<file path="src/rtl/clock_pkg.sv">
// clock_pkg: shared state, digit-position and BCD limit definitions
// for the time-of-day edit controller.
package clock_pkg;

  typedef enum logic [1:0] {
    RUN,
    EDIT,
    COMMIT
  } state_e;

  localparam logic [1:0] POS_M1 = 2'd0;
  localparam logic [1:0] POS_M2 = 2'd1;
  localparam logic [1:0] POS_H1 = 2'd2;
  localparam logic [1:0] POS_H2 = 2'd3;

  localparam logic [3:0] M1_MAX    = 4'd9;
  localparam logic [3:0] M2_MAX    = 4'd5;
  localparam logic [3:0] H1_MAX    = 4'd9;
  localparam logic [3:0] H1_MAX_H2 = 4'd3;
  localparam logic [3:0] H2_MAX    = 4'd2;

  // Request bit order doubles as priority: lowest index wins.
  localparam int B_C   = 0;
  localparam int B_L   = 1;
  localparam int B_R   = 2;
  localparam int B_U   = 3;
  localparam int B_D   = 4;
  localparam int B_REP = 5;

  typedef struct packed {
    logic [3:0] h2;
    logic [3:0] h1;
    logic [3:0] m2;
    logic [3:0] m1;
  } bcd_time_t;

  function automatic logic [3:0] bcd_step(
    input logic [3:0] d,
    input logic [3:0] max,
    input logic       up
  );
    if (up)
      return (d >= max) ? 4'd0 : d + 4'd1;
    else
      return (d == 4'd0 || d > max) ? max : d - 4'd1;
  endfunction

  function automatic bcd_time_t digit_step(
    input bcd_time_t  t,
    input logic [1:0] p,
    input logic       up
  );
    bcd_time_t r;
    r = t;
    unique case (p)
      POS_M1: r.m1 = bcd_step(t.m1, M1_MAX, up);
      POS_M2: r.m2 = bcd_step(t.m2, M2_MAX, up);
      POS_H1: r.h1 = bcd_step(t.h1,
                       (t.h2 == H2_MAX) ? H1_MAX_H2 : H1_MAX,
                       up);
      POS_H2: begin
        r.h2 = bcd_step(t.h2, H2_MAX, up);
        // Entering the 20s must not leave an hour like 27.
        if (r.h2 == H2_MAX && t.h1 > H1_MAX_H2)
          r.h1 = H1_MAX_H2;
      end
      default: r = t;
    endcase
    return r;
  endfunction

  function automatic logic [3:0] onehot4(input logic [1:0] p);
    return 4'b0001 << p;
  endfunction

endpackage

</file>
<file path="src/rtl/btn_debounce.sv">
// btn_debounce: two-flop synchroniser, stability counter and
// one-cycle press pulse on an accepted rising level.
module btn_debounce #(
  parameter int unsigned DEBOUNCE_CYCLES = 1_000_000
) (
  input  logic clk,
  input  logic rst_n,
  input  logic btn,
  output logic level,
  output logic press
);

  localparam int unsigned CW = $clog2(DEBOUNCE_CYCLES + 1);
  localparam logic [CW-1:0] CNT_LAST = CW'(DEBOUNCE_CYCLES - 1);

  logic [1:0]    sync;
  logic [CW-1:0] cnt;

  always_ff @(posedge clk or negedge rst_n) begin
    if (!rst_n) begin
      sync  <= '0;
      cnt   <= '0;
      level <= 1'b0;
      press <= 1'b0;
    end else begin
      sync  <= {sync[0], btn};
      press <= 1'b0;
      if (sync[1] == level) begin
        cnt <= '0;
      end else if (cnt == CNT_LAST) begin
        cnt   <= '0;
        level <= sync[1];
        press <= sync[1];
      end else begin
        cnt <= cnt + 1'b1;
      end
    end
  end

endmodule

</file>
<file path="src/rtl/clock_edit_ctrl.sv">
// clock_edit_ctrl: tick prescaler and RUN/EDIT/COMMIT edit sequencer.
// Define CLOCK_EDIT_AUTOREPEAT_EN for held U/D auto-repeat in EDIT.
module clock_edit_ctrl
  import clock_pkg::*;
#(
  parameter int unsigned TICK_DIV        = 100_000_000,
  parameter int unsigned DEBOUNCE_CYCLES = 1_000_000,
  parameter int unsigned REPEAT_CYCLES   = 25_000_000
) (
  input  logic       clk,
  input  logic       rst_n,
  input  logic       btnC,
  input  logic       btnU,
  input  logic       btnL,
  input  logic       btnR,
  input  logic       btnD,
  input  logic [3:0] cur_h2,
  input  logic [3:0] cur_h1,
  input  logic [3:0] cur_m2,
  input  logic [3:0] cur_m1,
  output logic       tick,
  output logic       wr_en,
  output logic       sec_clear,
  output logic [3:0] wr_h2,
  output logic [3:0] wr_h1,
  output logic [3:0] wr_m2,
  output logic [3:0] wr_m1,
  output logic       edit_mode,
  output logic [1:0] pos,
  output logic [3:0] led
);

  localparam int unsigned PW = $clog2(TICK_DIV + 1);
  localparam logic [PW-1:0] PRESC_LAST = PW'(TICK_DIV - 1);

  logic [4:0] raw;
  logic [4:0] lvl;
  logic [4:0] prs;
  logic [5:0] req;
  logic [5:0] grant;
  logic       rep_fire;
  logic       rep_up;

  state_e        state;
  state_e        state_nx;
  logic [PW-1:0] presc;
  logic [PW-1:0] presc_nx;
  logic [1:0]    pos_nx;
  bcd_time_t     sh;
  bcd_time_t     sh_nx;
  bcd_time_t     cur;
  bcd_time_t     wr;

  assign raw = {btnD, btnU, btnR, btnL, btnC};
  assign cur = {cur_h2, cur_h1, cur_m2, cur_m1};

  for (genvar i = 0; i < 5; i++) begin : g_db
    btn_debounce #(
      .DEBOUNCE_CYCLES(DEBOUNCE_CYCLES)
    ) u_db (
      .clk  (clk),
      .rst_n(rst_n),
      .btn  (raw[i]),
      .level(lvl[i]),
      .press(prs[i])
    );
  end

`ifdef CLOCK_EDIT_AUTOREPEAT_EN
  localparam int unsigned RW = $clog2(REPEAT_CYCLES + 1);
  localparam logic [RW-1:0] REP_LAST = RW'(REPEAT_CYCLES - 1);

  logic [RW-1:0] rep_cnt;
  logic          rep_hold;

  assign rep_hold = (state == EDIT) && (lvl[B_U] || lvl[B_D]);
  assign rep_up   = lvl[B_U];
  assign rep_fire = rep_hold && (rep_cnt == REP_LAST);

  always_ff @(posedge clk or negedge rst_n) begin
    if (!rst_n)
      rep_cnt <= '0;
    else if (!rep_hold || prs[B_U] || prs[B_D] || rep_fire)
      rep_cnt <= '0;
    else
      rep_cnt <= rep_cnt + 1'b1;
  end
`else
  assign rep_fire = 1'b0;
  assign rep_up   = 1'b0;
`endif

  // Not every debounced level feeds logic in every build.
  logic unused_lvl;
  assign unused_lvl = ^{lvl, 32'(REPEAT_CYCLES)};

  assign req   = {rep_fire, prs};
  assign grant = req & (~req + 6'd1);

  always_comb begin
    state_nx = state;
    presc_nx = '0;
    pos_nx   = pos;
    sh_nx    = sh;
    unique case (state)
      RUN: begin
        presc_nx = (presc == PRESC_LAST) ? '0 : presc + 1'b1;
        if (grant[B_C]) begin
          state_nx = EDIT;
          presc_nx = '0;
          pos_nx   = POS_M1;
          sh_nx    = cur;
        end
      end
      EDIT: begin
        unique case (1'b1)
          grant[B_C]:   state_nx = COMMIT;
          grant[B_L]:   pos_nx = pos + 2'd1;
          grant[B_R]:   pos_nx = pos - 2'd1;
          grant[B_U]:   sh_nx = digit_step(sh, pos, 1'b1);
          grant[B_D]:   sh_nx = digit_step(sh, pos, 1'b0);
          grant[B_REP]: sh_nx = digit_step(sh, pos, rep_up);
          default:      sh_nx = sh;
        endcase
      end
      COMMIT:  state_nx = RUN;
      default: state_nx = RUN;
    endcase
  end

  always_ff @(posedge clk or negedge rst_n) begin
    if (!rst_n) begin
      state     <= RUN;
      presc     <= '0;
      pos       <= POS_M1;
      sh        <= '0;
      tick      <= 1'b0;
      wr_en     <= 1'b0;
      sec_clear <= 1'b0;
      wr        <= '0;
      edit_mode <= 1'b0;
      led       <= '0;
    end else begin
      state     <= state_nx;
      presc     <= presc_nx;
      pos       <= pos_nx;
      sh        <= sh_nx;
      tick      <= (state_nx == RUN) &&
                   (presc_nx == PRESC_LAST);
      wr_en     <= (state_nx == COMMIT);
      sec_clear <= (state_nx == COMMIT);
      wr        <= (state_nx == COMMIT) ? sh_nx : '0;
      edit_mode <= (state_nx == EDIT);
      led       <= (state_nx == EDIT) ?
                   onehot4(pos_nx) : 4'b0000;
    end
  end

  assign wr_h2 = wr.h2;
  assign wr_h1 = wr.h1;
  assign wr_m2 = wr.m2;
  assign wr_m1 = wr.m1;

endmodule

</file>
<file path="config.mk">
export PLATFORM = sky130hd
export DESIGN_NAME = clock_edit_ctrl
export DESIGN_NICKNAME = d
export VERILOG_FILES = /design/src/rtl/clock_pkg.sv /design/src/rtl/btn_debounce.sv /design/src/rtl/clock_edit_ctrl.sv
export SDC_FILE = /design/constraint.sdc
export NUM_CORES = 1
export LEC_CHECK = 0
export BUFFER_PORTS_ARGS = -buffer_cell sky130_fd_sc_hd__clkbuf_2
export CAP_MARGIN = 20
export CORE_MARGIN = 4
export CORE_UTILIZATION = 30
export DETAILED_ROUTE_END_ITERATION = 10
export PLACE_DENSITY_LB_ADDON = 0.05
export SLEW_MARGIN = 20
export SYNTH_ARGS = -nofsm -noshare
export SYNTH_HDL_FRONTEND = slang
export SYNTH_SLANG_ARGS = --single-unit
</file>
<file path="constraint.sdc">
create_clock -name clk -period 3.8 [get_ports clk]
set_input_delay 0.76 -clock clk [delete_from_list [all_inputs] [get_ports clk]]
set_output_delay 0.76 -clock clk [all_outputs]
set_load 0.01 [all_outputs]
</file>
After elaboration in Yosys (flattened, before gate mapping) --
Cells that the tools add are included. Widths: inputs -> output; s select.
Word-level totals: register bits after elaboration 190, output and inout port bits 26, bits of input ports 23, logic and storage cells 175
Cells by class: $add $sub $neg 17, shifts and indexed selects 1, reductions and logical operators 20, bitwise operators 7, eq/ne operators 22, mux-type cells 64, order comparisons 9
Operators by type and width (number):
- $mux 20 | 10
- $mux 4 | 28
- $add 20x1->20 const B | 5
- $eq 20x20->1 const B | 5
- $mux 27 | 3
- $eq 27x27->1 const B | 2
- $pmux 16 s3 | 1
- $mux 16 | 2
- $pmux 16 s2 | 1
- $add 27x1->27 const B | 1
- $pmux 4 s2 | 3
- $add 4x1->4 const B | 4
- $eq 4x2->1 const B | 4
- $logic_not 4->1 | 4
- $sub 4x1->4 const B | 4
- $pmux 2 s2 | 3
- $mux 1 | 10
- $reduce_and 2->1 | 5
- $gt 4x2->1 const B | 2
- $add 6x1->6 const B | 1
- $and 5x6->6 | 1
- $eq 2x1->1 const B | 3
- $eq 2x2->1 const B | 3
- $logic_not 2->1 | 3
- other kinds (16) | 32

Logic depth before layout (Yosys ltp) --
Gate-level depths: netlist of run 1.
depth in word-level cells 13, depth in mapped cells 11, gate-level depth less buffers 11

Modules after synthesis --
A second synthesis of run 1 with hierarchy kept.
Second synthesis, totals: cell total of the unflattened synthesis 1091, area total of the unflattened synthesis 10164.7 µm²
Modules (own cells, without submodules):
- btn_debounce | area an instance 1136.1 µm², cells each 116, seq. area each 600.6 µm², instances 5
- clock_edit_ctrl | area an instance 4484.3 µm², cells each 511, seq. area each 1751.7 µm², instances 1

Worst setup path before layout of run 1 --
No wires, ideal clock.
path kind register to register, start point reg presc[0], end point reg tick, cell stages (with the launch flop) 8, required time 3704 ps, setup slack 1119 ps, arrival time 2585 ps, path through dfrtp_1 ha_1 nand4_4 nor4_4 mux2i_1 or4b_1 or4_1 nor4_2
Between the ends: word-level cells in the longest chain between the ends 6, elaborated cells between the ends (all ways) 7, those cells by class 1 x add/sub; 2 x eq/ne; 3 x mux; 1 x reduce/logical
RTL lines:
- start, declared | line clock_edit_ctrl.sv:46 | logic [PW-1:0] presc;
- start signal, assigned | line clock_edit_ctrl.sv:145 | presc <= presc_nx;
- $add 27x1->27 / $eq 27x27->1 (equally long branches) | line clock_edit_ctrl.sv:107 | presc_nx = (presc == PRESC_LAST) ? '0 : presc + 1'b1;
- $mux 27 * | line clock_edit_ctrl.sv:107
- $mux 27 * | line clock_edit_ctrl.sv:108 | if (grant[B_C]) begin
- $mux 27 * | line clock_edit_ctrl.sv:105 | unique case (state)
- $eq 27x27->1 * | line clock_edit_ctrl.sv:149 | (presc_nx == PRESC_LAST);
- $logic_and 1x1->1 * | line clock_edit_ctrl.sv:148 | tick <= (state_nx == RUN) &&
- end signal, assigned | line clock_edit_ctrl.sv:148
- end, declared | line clock_edit_ctrl.sv:21 | output logic tick,
Mark *: on every way between the ends. The rest lies on a longest branch, timed or not. A chain may end at the register's enable or synchronous reset.

==> reports/metrics.yaml, run 1 <==
cts:
  clkLatencyLatePin_ps: 440
  cts_buffers: 17
  post_cts_buffers: 0
  cts_buffer_depth: 2
  h-tree-depth: 4
  ctsHoldBuffers: 0
  clk_pin_slew_ps: 70
  clockRootBuffer: "clkbuf_16"
  cts_tree: "done"
  cts.sink_count: 190
  cts_resized: 0
floorplanning:
  pin_count: 49
  die_h_um: 189
  dieWidth_um: 189
  rows: 66
  dieArea_sq_mm: 0.0358
  core_area_sq_mm: 0.0325
  start_util_pct: 30.3
grt:
  grt_pass1_vias: 7598
  antenna_found_initial: 1
  grt_use_total_pct: 13.9
  grt_max_degree: 85
  grt.overflow.total: 0
  grt_pass1_wl_um: 40200
logic_synthesis:
  synth_top_area_share_pct: 48.3
  synth_cell_types: 67
  synth_area_sq_mm: 0.00984
  synthesis.nets: 1064
  yosysSeqAreaShare_pct: 48.3
  ys_ff_latch: 190
  synth_edf_count: 0
  ys.flop_type: "dfrtp_1"
  ys_top_cells_by_count: "dfrtp_1 (190), nor2_1 (167), xor2_1 (74), nand3_1 (58), nand2_1 (55)"
  post_synth_main_area_contributors: "dfrtp_1 (48%), xor2_1 (6.6%), nor2_1 (6.4%), xnor2_1 (4.6%), ha_1 (3.1%)"
  synth_most_common_cell: "dfrtp_1"
  synth_area_per_cell_sq_um: 9.67
  synth_top_area_cell: "dfrtp_1"
  synthCells: 1017
  synthArstFlopShare_pct: 100
  ys.warnings.count: 0
sta:
  finClkSkew_ps: 9.12
  maxSlewViolCount: 0
  rsz0062_at_grt: "false"
  relSlewSlack_pct: 37.3
  period_share_pct: 75.3
  tightest_slew_ps: 937
  timing.hold.ws_ps: 254
  fmax_ghz: 0.349
  fin_tns_setup_ps: 0
  finalCriticalPeriod_ps: 2860
  hold_viol: 0
  final.setup.worst_slack_ps: 938
  finalSetupViolCount: 0
status:
  status: "completed"
drt:
  post_drt_wl_per_cell_um: 15.6
  ant_nets: 0
  first_pass_iters: 4
  routed_wl_um: 23700
  drt_iter0_drc: 370
  vias_per_cell: 4.82
  drc: 0
  vias: 7290
worst_setup_path:
  worstPathRequired_ps: 4180
  worst_setup_path_end_kind: "register"
  crit_fanout: 8
  worstSetupPathType: "register to register"
  arrival_ps: 3250
  startpoint_type: "register"
place:
  hpwl_um: 16100
  gp_congestion: 0.820
  port_buffers: 48
  pre_cts_ws_ps: 957
final_layout:
  n_fill_cell: 3389
  drive_gt1_share_pct: 10.4
  area_growth_pct: 14.1
  final_nets: 1107
  num_antenna_cells: 0
min_path:
  hp-class: "primary input to asynchronous set/reset pin"
pwr:
  power_density_mw_per_mm2: 368
  p_leak_nw: 4.88
  worst_ir_drop_vdd_mv: 0.327
flow_run:
  maxCapViolations: 0
## area by class of cell
cell class,count,area [sq um],area share (%)
clock buffers,19,453,4.03
clock inverters,11,181,1.62
inverters,34,128,1.14
multi-input cells,759,4820,42.9
flip-flops and latches,190,4750,42.3
well taps,442,553,4.92
repair buffers,58,338,3.01
## worst max-delay path: stages (launching register included)
cell	delay [ps]
dfrtp_1	470
inv_1	150
ha_1	220
nand2_1	100
ha_1	310
a211o_1	260
a211oi_1	600
o2bb2ai_1	180
nand2_1	60
o21ai_0	270
a21o_1	170
## per-layer routing
| layer | up-vias | track usage, % | part of all wire [%] |
|---|---|---|---|
| met3 | 24 | 2.75 | 2.6 |
| met2 | 83 | 21.5 | 45 |
| met4 | 0 | 4.04 | 1.4 |
| met5 | - | 0 | 0 |
| li1 | 3644 | - | - |
| met1 | 3539 | 19.7 | 51 |
## worst paths after layout
| kind | from | to | slack [ps] | cells past startpoint |
|---|---|---|---|---|
| max | sh[12] | sh[10] | 940 | 10 |
| min | rst_n | presc[22] | 250 | 1 |
| max reg2reg | sh[12] | sh[10] | 940 | 10 |
| min reg2reg | g_db[0].u_db.sync[0] | g_db[0].u_db.sync[1] | 350 | 0 |
| max in group asynchronous | rst_n | g_db[2].u_db.cnt[7] | 2560 | 2 |
| min in group clk | g_db[0].u_db.sync[0] | g_db[0].u_db.sync[1] | 350 | 0 |
## cells by family (layout without fill, tap and decap cells)
group / after synthesis / count (layout) / synth area share (%)
simple gates: 472 / 472 / 25.0
flops: 190 / 190 / 48.3
compound gates: 126 / 126 / 8.48
xor+xnor: 126 / 126 / 11.2
buf+inv: 68 / 122 / 2.70
fa+ha+maj: 24 / 24 / 3.05
mux: 11 / 11 / 1.21
## where the power goes
group / leakage (nW) / internal, mW / switching [mW] / total, mW
combinational: 2.01 / 0.0270 / 0.0713 / 0.0982
sequential: 2.56 / 2.04 / 0.0160 / 2.05
clock: 0.310 / 1.14 / 0.841 / 1.98
total: 4.88 / 3.21 / 0.928 / 4.14
## flip-flops by register name (all words and copies together), names as in the netlist, 2 cells and up
register	count
pos	2
sh	16
g_db.u_db.press	5
state	2
wr_m1	4
led	4
wr_h1	4
g_db.u_db.level	5
g_db.u_db.sync	10
presc	27
wr_h2	4
g_db.u_db.cnt	100
wr_m2	4
## through the flow
| stage | utilization, % | instance area (sq um) | cells | total power [mW] |
|---|---|---|---|---|
| after floorplan | - | 9840 | 1017 | 2.12 |
| after global placement | 32.6 | 10600 | 1483 | 2.20 |
| after detailed placement | 32.6 | 10600 | 1483 | 2.20 |
| after CTS | 34.6 | 11200 | 1513 | 4.22 |
| after global routing | 34.6 | 11200 | 1513 | 4.31 |
| final | 34.6 | 11200 | 1513 | 4.14 |
## cell usage in the layout, fill, tap and decap left out, types with 8 or more instances in the layout
master,count
nand4b_1,8
nor3_1,23
xor2_1,74
clkbuf_2,47
nand4_1,33
o22a_1,8
nor4_1,10
dfrtp_1,190
o21ai_0,29
and4_1,8
xnor2_1,52
nand2b_1,10
nand2_1,55
nor2_1,167
and2_1,16
inv_1,34
and3_1,25
ha_1,24
a21oi_1,30
buf_4,9
nor3b_1,11
clkbuf_16,17
nand3_1,58
(Power assumes the default switching activity.)
==> run 2, diff against run 1 <==
==> constraint.sdc (replaced) <==
create_clock -name clk -period 2.55 [get_ports clk]
set_input_delay 0.51 -clock clk [delete_from_list [all_inputs] [get_ports clk]]
set_output_delay 0.51 -clock clk [all_outputs]
set_load 0.01 [all_outputs]
==> run 2 against run 1 <==
Count of clock-buffer cells in the layout up 1. Register-to-register slack got worse by 820 ps. Largest cell class unchanged. Total power rose by 43%. Cell count up 3.8%. Die area stayed put. Sequential cell count stayed put. Core utilization is 1.4 points higher. Highest routed layer unchanged. Routed wire length up 1.4%. Worst setup slack got worse by 820 ps. Via count rose by 2.7%. First-iteration DRC count decreased by 12%. Clock skew grew 3.8 ps.
==> reports/metrics.yaml, run 2 (synthesis results as in run 1) <==
floorplanning:
  core_area_sq_mm: 0.0325  # unchanged
  start_util_pct: 30.3  # unchanged
  rows: 66  # unchanged
  dieArea_sq_mm: 0.0358  # unchanged
  dieWidth_um: 189  # unchanged
  die_h_um: 189  # unchanged
  pin_count: 49  # unchanged
cts:
  clk_pin_slew_ps: 80  # was 70 ps
  cts_buffer_depth: 2  # unchanged
  ctsHoldBuffers: 0  # unchanged
  cts_tree: "done"  # unchanged
  clkLatencyLatePin_ps: 440  # about the same
  cts.sink_count: 190  # unchanged
  cts_buffers: 17  # unchanged
  h-tree-depth: 4  # unchanged
  clockRootBuffer: "clkbuf_16"  # unchanged
sta:
  finalSetupViolCount: 0  # unchanged
  tightest_slew_ps: 581  # was 937 ps
  hold_viol: 0  # unchanged
  finClkSkew_ps: 12.9  # was 9.12 ps
  final.setup.worst_slack_ps: 122  # was 938 ps
  finalCriticalPeriod_ps: 2430  # was 2860 ps
  fmax_ghz: 0.412  # was 0.349 GHz
  period_share_pct: 95.2  # was 75.3%
  maxSlewViolCount: 0  # unchanged
  rsz0062_at_grt: "true"  # was false
  relSlewSlack_pct: 61.0  # was 37.3%
worst_setup_path:
  cp.depth: 6  # was 10
  startpoint_type: "register"  # unchanged
  timing.rr.end: "tick"  # was sh[10]
  ff2ff_path_depth: 6  # was 10
  arrival_ps: 2780  # was 3250 ps
  worstSetupPathType: "register to register"  # unchanged
  critical_path.slowest_cell: "or4b_4"  # was a211oi_1
  crit_fanout: 4  # was 8
  worstPathRequired_ps: 2900  # was 4180 ps
  timing.rr.start: "g_db[0].u_db.press"  # was sh[12]
  worst-path-buf-inv: 1  # unchanged
  critical_path.max_stage_delay_ps: 520  # was 600 ps
  r2r_slack_ps: 120  # was 940 ps
  path_cells: "o21bai_2 > inv_2 > or4_1 > or4b_4 > or4_4 > nor4_4"  # was inv_1 > ha_1 > nand2_1 > ha_1 > a211o_1 > a211oi_1 > o2bb2ai_1 > nand2_1 > o21ai_0 > a21o_1
  worst_setup_path_end_kind: "register"  # unchanged
  cp_top_family: "simple AND/OR/NAND/NOR gates"  # was compound AO/OA/AOI/OAI gates
pwr:
  p_total_mw: 5.90  # was 4.14 mW
  intPower_mw: 4.50  # was 3.21 mW
  p_sw_share_pct: 23.8  # was 22.4%
  power_switching_mw: 1.41  # was 928 uW
  p_leak_nw: 5.17  # was 4.88 nW
  combPwrFrac_pct: 2.8  # was 2.4%
  power_frac_seq_pct: 51.9  # was 49.7%
  worst_ir_drop_vdd_mv: 0.468  # was 0.327 mV
  clkPwrFrac_pct: 45.3  # was 48.0%
  power_density_mw_per_mm2: 506  # was 368 mW/mm^2
final_layout:
  stdcell_area_sq_mm: 0.0117  # was 0.0112 sq mm
  n_fill_cell: 3372  # was 3389
  reg_top3: "g_db.u_db.cnt (100), presc (27), sh (16)"  # unchanged
  top_register: "g_db.u_db.cnt"  # unchanged
  layout_commonest_cell: "dfrtp_1"  # unchanged
  largest_reg_flops: 100  # unchanged
  drive_gt1_share_pct: 15.9  # was 10.4%
  area_growth_pct: 18.6  # was 14.1%
  num_antenna_cells: 0  # unchanged
  final_cell_mix: "dfrtp_1 (190), nor2_1 (167), xor2_1 (74), buf_4 (65), nand3_1 (58)"  # was dfrtp_1 (190), nor2_1 (167), xor2_1 (74), nand3_1 (58), nand2_1 (55)
  final_nets: 1164  # was 1107
  fin_util_pct: 36.0  # was 34.6%
flow_run:
  maxCapViolations: 0  # unchanged
grt:
  grt_pass1_wl_um: 40700  # was 40200 um
  grt.overflow.total: 0  # unchanged
  antenna_found_initial: 0  # was 1
  grt_max_degree: 56  # was 85
  grt_pass1_vias: 7735  # was 7598
  grt_use_total_pct: 13.9  # about the same
drt:
  first_pass_iters: 4  # unchanged
  vias_per_cell: 4.77  # was 4.82
  post_drt_wl_per_cell_um: 15.3  # was 15.6 um
  drt_iter0_drc: 327  # was 370
  vias: 7490  # was 7290
  drc: 0  # unchanged
  ant_nets: 0  # unchanged
  routed_wl_um: 24000  # was 23700 um
place:
  placed_cell_area_sq_mm: 0.0110  # was 0.0106 sq mm
  gp_congestion: 0.803  # was 0.820
  port_buffers: 48  # unchanged
  hpwl_um: 17100  # was 16100 um
  pre_cts_ws_ps: 65.6  # was 957 ps
status:
  status: "completed"  # unchanged
min_path:
  hp-class: "primary input to asynchronous set/reset pin"  # unchanged
run 2: metal layers:
layer / up-vias / track usage, % / wire length (um)
met5: - / 0 / 0
met4: 0 / 3.11 / 235
met3: 15 / 3.24 / 888
met2: 88 / 22.2 / 10700
met1: 3626 / 19.2 / 12200
li1: 3761 / - / -
run 2: stage by stage:
stage          hold WS [ps]  setup TNS [ps]  cells
6_report               36.2               0   1571
3_3_place_gp            333               0   1535
4_1_cts                45.7               0   1566
5_1_grt                65.8           -17.8   1571
2_1_floorplan           214               0   1017
3_5_place_dp            338               0   1535
run 2: worst max path at each step:
stage	to	slack (ps)	from
floorplan	tick	60	presc[0]
global placement	tick	80	presc[0]
detailed placement	tick	70	presc[1]
CTS	tick	50	presc[1]
global route	wr_m2[3]	-9	g_db[0].u_db.press
finish	tick	120	g_db[0].u_db.press
run 2: timing repair:
| action | in CTS | in global routing |
|---|---|---|
| endpoints found under the setup margin | 0 | 12 |
| resized for setup | 0 | 13 |
| buffers inserted | 0 | 5 |
run 2: power by group through the flow:
stage | Combinational, mW | Sequential, mW | Clock (mW)
after floorplan | 0.0504 | 3.12 | 0
after global routing | 0.196 | 3.07 | 2.90
after detailed placement | 0.176 | 3.12 | 0
final | 0.165 | 3.06 | 2.68
after CTS | 0.176 | 3.06 | 2.80
after global placement | 0.177 | 3.12 | 0
run 2: area by class of cell:
type / instances / area (sq um) / share of cell area (%)
Clock inverter: 11 / 125 / 1.07
Inverter: 34 / 128 / 1.09
Timing Repair Buffer: 115 / 777 / 6.66
Multi-Input combinational cell: 759 / 4890 / 41.9
Clock buffer: 20 / 447 / 3.83
Sequential cell: 190 / 4750 / 40.7
Tap cell: 442 / 553 / 4.74
